### src/rtl/pipe_result_reader.sv
// Readback engine for the result memory: streams a contiguous, address-tagged
// block of words out of a 1-cycle-latency read port through a 2-entry buffer.
module pipe_result_reader #(
  parameter int ADDR_W = 8,
  parameter int DATA_W = 16
) (
  input  logic              clk,
  input  logic              rst,
  input  logic              start,
  input  logic [ADDR_W-1:0] start_addr,
  input  logic [ADDR_W:0]   count,
  output logic              busy,
  output logic              done,
  output logic              mem_re,
  output logic [ADDR_W-1:0] mem_addr,
  input  logic [DATA_W-1:0] mem_rdata,
  output logic              out_valid,
  input  logic              out_ready,
  output logic [DATA_W-1:0] out_data,
  output logic [ADDR_W-1:0] out_addr
);
  localparam logic [1:0] S_IDLE  = 2'd0;
  localparam logic [1:0] S_READ  = 2'd1;
  localparam logic [1:0] S_DRAIN = 2'd2;
  localparam logic [1:0] S_FIN   = 2'd3;

  typedef struct packed {
    logic [ADDR_W-1:0] addr;
    logic [DATA_W-1:0] data;
  } entry_t;

  logic [1:0]        state_q, state_d;
  logic [ADDR_W:0]   rem_q, rem_d;
  logic [ADDR_W-1:0] raddr_q, raddr_d;
  logic              fl_q;
  logic [ADDR_W-1:0] fl_addr_q;
  entry_t            fifo_q [2];
  logic              wr_ptr_q, rd_ptr_q;
  logic [1:0]        occ_q, occ_d;
  logic              push, pop;

  assign out_valid = (occ_q != 2'd0);
  assign pop       = out_valid & out_ready;
  assign push      = fl_q;
  assign occ_d     = occ_q + 2'(push) - 2'(pop);

  // Credit: buffered words plus the in-flight read, net of this cycle's pop,
  // must leave a free slot so the returning word always has a home.
  assign mem_re = (state_q == S_READ) && (rem_q != '0) &&
                  ((3'(occ_q) + 3'(fl_q)) < (3'd2 + 3'(pop)));

  assign mem_addr = mem_re    ? raddr_q               : '0;
  assign out_data = out_valid ? fifo_q[rd_ptr_q].data : '0;
  assign out_addr = out_valid ? fifo_q[rd_ptr_q].addr : '0;
  assign busy     = (state_q == S_READ) || (state_q == S_DRAIN);
  assign done     = (state_q == S_FIN);

  always_comb begin
    state_d = state_q;
    rem_d   = rem_q;
    raddr_d = raddr_q;
    case (state_q)
      S_IDLE: begin
        if (start) begin
          rem_d   = count;
          raddr_d = start_addr;
          state_d = (count == '0) ? S_FIN : S_READ;
        end
      end
      S_READ: begin
        if (mem_re) begin
          rem_d   = rem_q - (ADDR_W+1)'(1);
          raddr_d = raddr_q + ADDR_W'(1);
          if (rem_q == (ADDR_W+1)'(1)) state_d = S_DRAIN;
        end
      end
      // Leave as soon as the final word is popped, so done follows it directly.
      S_DRAIN: begin
        if ((occ_d == 2'd0) && !fl_q) state_d = S_FIN;
      end
      default: state_d = S_IDLE;
    endcase
  end

  always_ff @(posedge clk) begin
    if (rst) begin
      state_q   <= S_IDLE;
      rem_q     <= '0;
      raddr_q   <= '0;
      fl_q      <= 1'b0;
      fl_addr_q <= '0;
      wr_ptr_q  <= 1'b0;
      rd_ptr_q  <= 1'b0;
      occ_q     <= 2'd0;
    end else begin
      state_q <= state_d;
      rem_q   <= rem_d;
      raddr_q <= raddr_d;
      fl_q    <= mem_re;
      if (mem_re) fl_addr_q <= raddr_q;
      if (push)   wr_ptr_q  <= ~wr_ptr_q;
      if (pop)    rd_ptr_q  <= ~rd_ptr_q;
      occ_q   <= occ_d;
    end
  end

  // Storage needs no reset: it is only visible through out_valid.
  always_ff @(posedge clk) begin
    if (push && !rst) fifo_q[wr_ptr_q] <= '{addr: fl_addr_q, data: mem_rdata};
  end
endmodule

### config.mk
export PLATFORM = sky130hd
export DESIGN_NAME = pipe_result_reader
export DESIGN_NICKNAME = d
export VERILOG_FILES = /design/src/rtl/pipe_result_reader.sv
export SDC_FILE = /design/constraint.sdc
export NUM_CORES = 1
export LEC_CHECK = 0
export CAP_MARGIN = 20
export CORE_MARGIN = 4
export CORE_UTILIZATION = 45
export CTS_BUF_LIST = sky130_fd_sc_hd__clkbuf_2 sky130_fd_sc_hd__clkbuf_4 sky130_fd_sc_hd__clkbuf_8
export CTS_CLUSTER_SIZE = 30
export DETAILED_ROUTE_END_ITERATION = 10
export HOLD_SLACK_MARGIN = 0.1
export MAX_ROUTING_LAYER = met4
export PLACE_DENSITY = 0.71
export SLEW_MARGIN = 10
export SYNTH_ARGS = -nofsm -noshare
export SYNTH_HDL_FRONTEND = slang
export SYNTH_SLANG_ARGS = --single-unit
### constraint.sdc
create_clock -name clk -period 3.9 [get_ports clk]
set_input_delay 0.975 -clock clk [delete_from_list [all_inputs] [get_ports clk]]
set_output_delay 0.975 -clock clk [all_outputs]
set_load 0.05 [all_outputs]
==> results.md <==
* Global routing usage summed across all routing layers at 0.1756
* Number of buffers inserted by post-CTS setup repair at 0
* Number of nets in the synthesized netlist at 392
* Area of the die at 10020 um^2
* Inserted Diodes at 0
* Period minus WS final at 3.543 ns
* Number of global-route vias before repair at 2743
* Period Utilization, post-route at 0.9084
* Clock tree from TritonCTS: done
* Ratio of routed vias to standard cells at 5.398
* Number of I/O port buffers at 72
* Root Driver: clkbuf_8
* Clock Sink Count at 81
* Syn Std Cell Area at 3816 um^2
* Slew at the pin closest to its max-slew limit at 0.8020 ns
* Count of mapped cells out of synthesis at 343
* Internal power of the cells at 2077 uW
* Post-detailed-route DRC marker count at 0
* Remaining antenna violation count at 0
* Post-route cell area at 4940 um^2
* Register clock-pin slew on the reported worst setup and hold paths at 0.09 ns
* Share of Yosys cell area claimed by the top area cell type at 0.3777
* End point of the worst hold path: fifo_q[1][22]
* Distinct cell type count of the synthesized netlist at 53
* Setup repair after global routing missed its margin: false
* Number of nets at the end of the flow at 466
* Standby leakage power at 0.001759 uW
* Number of top-level pins at 73
* Max_cap viols at 0
* Hold Vio Cnt, Final at 0
* Cells traversed along the worst timing path: clkdlybuf4s50_1 > o21ai_0 > o21ai_1 > nand2_2 > inv_2 > nand2_1 > inv_1 > buf_12
* Area post-placement at 4741 um^2
* Worst path slowest cell: clkdlybuf4s50_1
* Pwr per Cell Area at 769.9 nW/um^2
* Count of standard-cell rows at 33
* Count of state elements after synthesis at 81
* Type of the worst setup path: in2out
* Max clock buf depth at 2
* Maximum fanout along the worst path at 11
* Fraction of the yosys area taken by sequential cells at 0.5508
* Net Sw Frac at 0.4538
* Category of the worst setup path capture point: primary output
* Initial cell density of the core at 0.4644
* Num CTS Buffers at 9
* Fraction of layout instances using a drive strength above 1 at 0.1303
* Count of routing violations after the opening detailed-route iteration at 164
* Hold Path Stages at 0
* Layout fillers at 685
* H-tree depth reported by CTS at 3
* Data arrival time of the critical path at 2.57 ns
* Worst Path Buf+Inv at 4
* Top achievable clock speed at 282.3 MHz
* Final sum of negative setup slack at 0 ns
* RR Endpoint: state_q[0]
* Most common flop cell mapped by yosys: edfxtp_1
* Global-route wire length before repair at 13590 um
* Number of pins with negative max-slew slack in the final report at 0
* Largest incremental delay on the critical path at 0.47 ns
* Largest delay share family, worst path: buffers and inverters
* Min-Delay Startpoint: fl_addr_q[6]
* Post-synth EDFFs at 48
* Final GP Congestion at 0.8164
* WP depth at 8
* Routed vias at 2845
* Largest net degree at the start of global routing at 32
* Kind of start point of the critical path: primary input
* Area overhead of the layout relative to synthesis at 29.44%
* Startpoint of the most critical register-to-register path: occ_q[1]
* Comb pwr share at 0.528
* Final count of negative-setup-slack endpoints at 0
* Detailed Routing Iterations Pass 1 at 4
* Hold-fix buffers at CTS at 0
* Cell types occupying the most area after synthesis: edfxtp_1 38%, dfxtp_1 17%, mux2i_1 6.3%
* Commonest cells after routing, fill and taps aside: 63 x clkdlybuf4s50_1, 48 x edfxtp_1, 45 x nor2_1
* Final HPWL from detailed placement at 5743 um
* Routed wire length per instance at 15.61 um
* Critical path data required time at 2.92 ns
* Run status: finished, final reports clean
* Mapped Avg Cell Area at 11.13 um^2
* Class of the tightest hold or removal check: reg2reg
* Sequential share of power at 0.323
* Worst reg2reg path depth at 10
* Core area at 8217 um^2
* Antenna violations before repair at 0
* Clock Skews at 0.01338 ns
* Syn. warnings at 0
* Register-to-register setup slack at 1.57 ns
* Final Routed Wirelength at 8225 um
* Count of instances resized after the clock tree is built at 0
* Most frequent standard cell in the layout excluding fill and tap cells: clkdlybuf4s50_1
* Die boundary width at 100.1 um
* Slew Limit Headroom at 0.4653
* IR Drop Worst-Case VDD at 396.6 uV
* Later-pin clock latency in the skew report at 0.35 ns
* Sum of overflow across all layers after global routing at 0
* Sw Pwr at 1726 uW
* Vert. Die Dim at 100.1 um
* Biggest area consumer among synthesized cells: edfxtp_1
* Clock group share of total power at 0.149
* FFs w/ async S/R, synth at 0
-- layout make-up --
type	instances	area (um^2)	area share
Clock buffer	10	137.6	0.02786
Clock inverter	6	50.05	0.01013
Inverter	21	78.83	0.01596
Multi-Input combinational cell	222	1550	0.3138
Sequential cell	81	2102	0.4255
Tap cell	105	131.4	0.02660
Timing Repair Buffer	82	889.6	0.1801
-- flip-flops by register name, indices dropped and copies added, names as in the netlist, named ones only --
signal     count
fl_q           1
fifo_q        48
rem_q          9
wr_ptr_q       1
rd_ptr_q       1
state_q        2
raddr_q        8
fl_addr_q      8
occ_q          2
-- stage by stage --
stage	power [uW]	hold slack (ns)	util	worst slack [ns]	cells
after floorplan	2682	0.4254	-	0.4404	343
after global placement	3214	0.4362	0.5770	0.3737	510
after detailed placement	3243	0.4379	0.5770	0.3368	510
after CTS	3814	0.4490	0.5998	0.3319	526
after global routing	4050	0.4595	0.6012	0.2112	527
final	3803	0.4537	0.6012	0.3573	527
-- power groups by stage --
stage | Sequential, uW | Clock (uW) | Combinational [uW]
2_1_floorplan | 1200 | 0 | 1480
3_3_place_gp | 1240 | 0 | 1980
3_5_place_dp | 1240 | 0 | 2000
4_1_cts | 1230 | 588 | 2000
5_1_grt | 1250 | 630 | 2170
6_report | 1230 | 568 | 2010
-- cell families (layout without fill, tap and decap cells) --
| family | Yosys count | in the layout | share of synthesized area |
|---|---|---|---|
| simple gates | 106 | 106 | 0.1334 |
| xor+xnor | 7 | 7 | 0.01967 |
| flops | 81 | 81 | 0.5508 |
| compound gates | 73 | 73 | 0.1489 |
| buf+inv | 40 | 119 | 0.04492 |
| mux | 24 | 24 | 0.06295 |
| fa+ha+maj | 12 | 12 | 0.03934 |
-- worst register-to-register path: cells and delay by family (launching register included) --
family                   cells  cell delay (ns)
AO/OA/AOI/OAI                4             1.01
XOR/XNOR                     1             0.21
adder cells (fa/ha/maj)      2             0.45
buffers and inverters        2             0.13
flip-flops                   1             0.36
AND/OR/NAND/NOR              1             0.06
-- routing by layer --
layer  vias to the layer above  routed length [um]  GRT usage
li1                       1392                   -          -
met1                      1355                3795     0.2358
met2                        87                3868     0.2730
met3                        11                 477    0.04170
met4                         0                  83    0.03938
met5                         -                   0          -
-- worst max-delay path by stage --
stage / from / endpoint / slack, ns
2_1_floorplan: rst / fifo_q[0][0] / 0.44
3_3_place_gp: out_ready / mem_addr[6] / 0.37
3_5_place_dp: out_ready / mem_addr[1] / 0.34
4_1_cts: out_ready / mem_addr[1] / 0.33
5_1_grt: out_ready / mem_addr[7] / 0.21
6_report: out_ready / mem_addr[1] / 0.36
-- cell usage after synthesis (2+ instances only) --
library cell	n
edfxtp_1	48
nor2_1	46
dfxtp_1	33
mux2i_1	24
nand2_1	23
a21oi_1	21
inv_1	19
ha_1	12
clkbuf_1	11
o21ai_0	9
nor2b_1	7
o211ai_1	6
o21ai_1	6
nand3_1	5
nor3_1	5
nor4_1	5
o311ai_1	4
o31ai_2	4
xnor2_1	4
a2111o_1	3
a211oi_1	3
buf_1	3
nor3b_1	3
o31ai_1	3
o32ai_2	3
and3_1	2
buf_2	2
buf_6	2
inv_2	2
xor2_1	2
No activity file was read; power rests on OpenSTA's default activity.
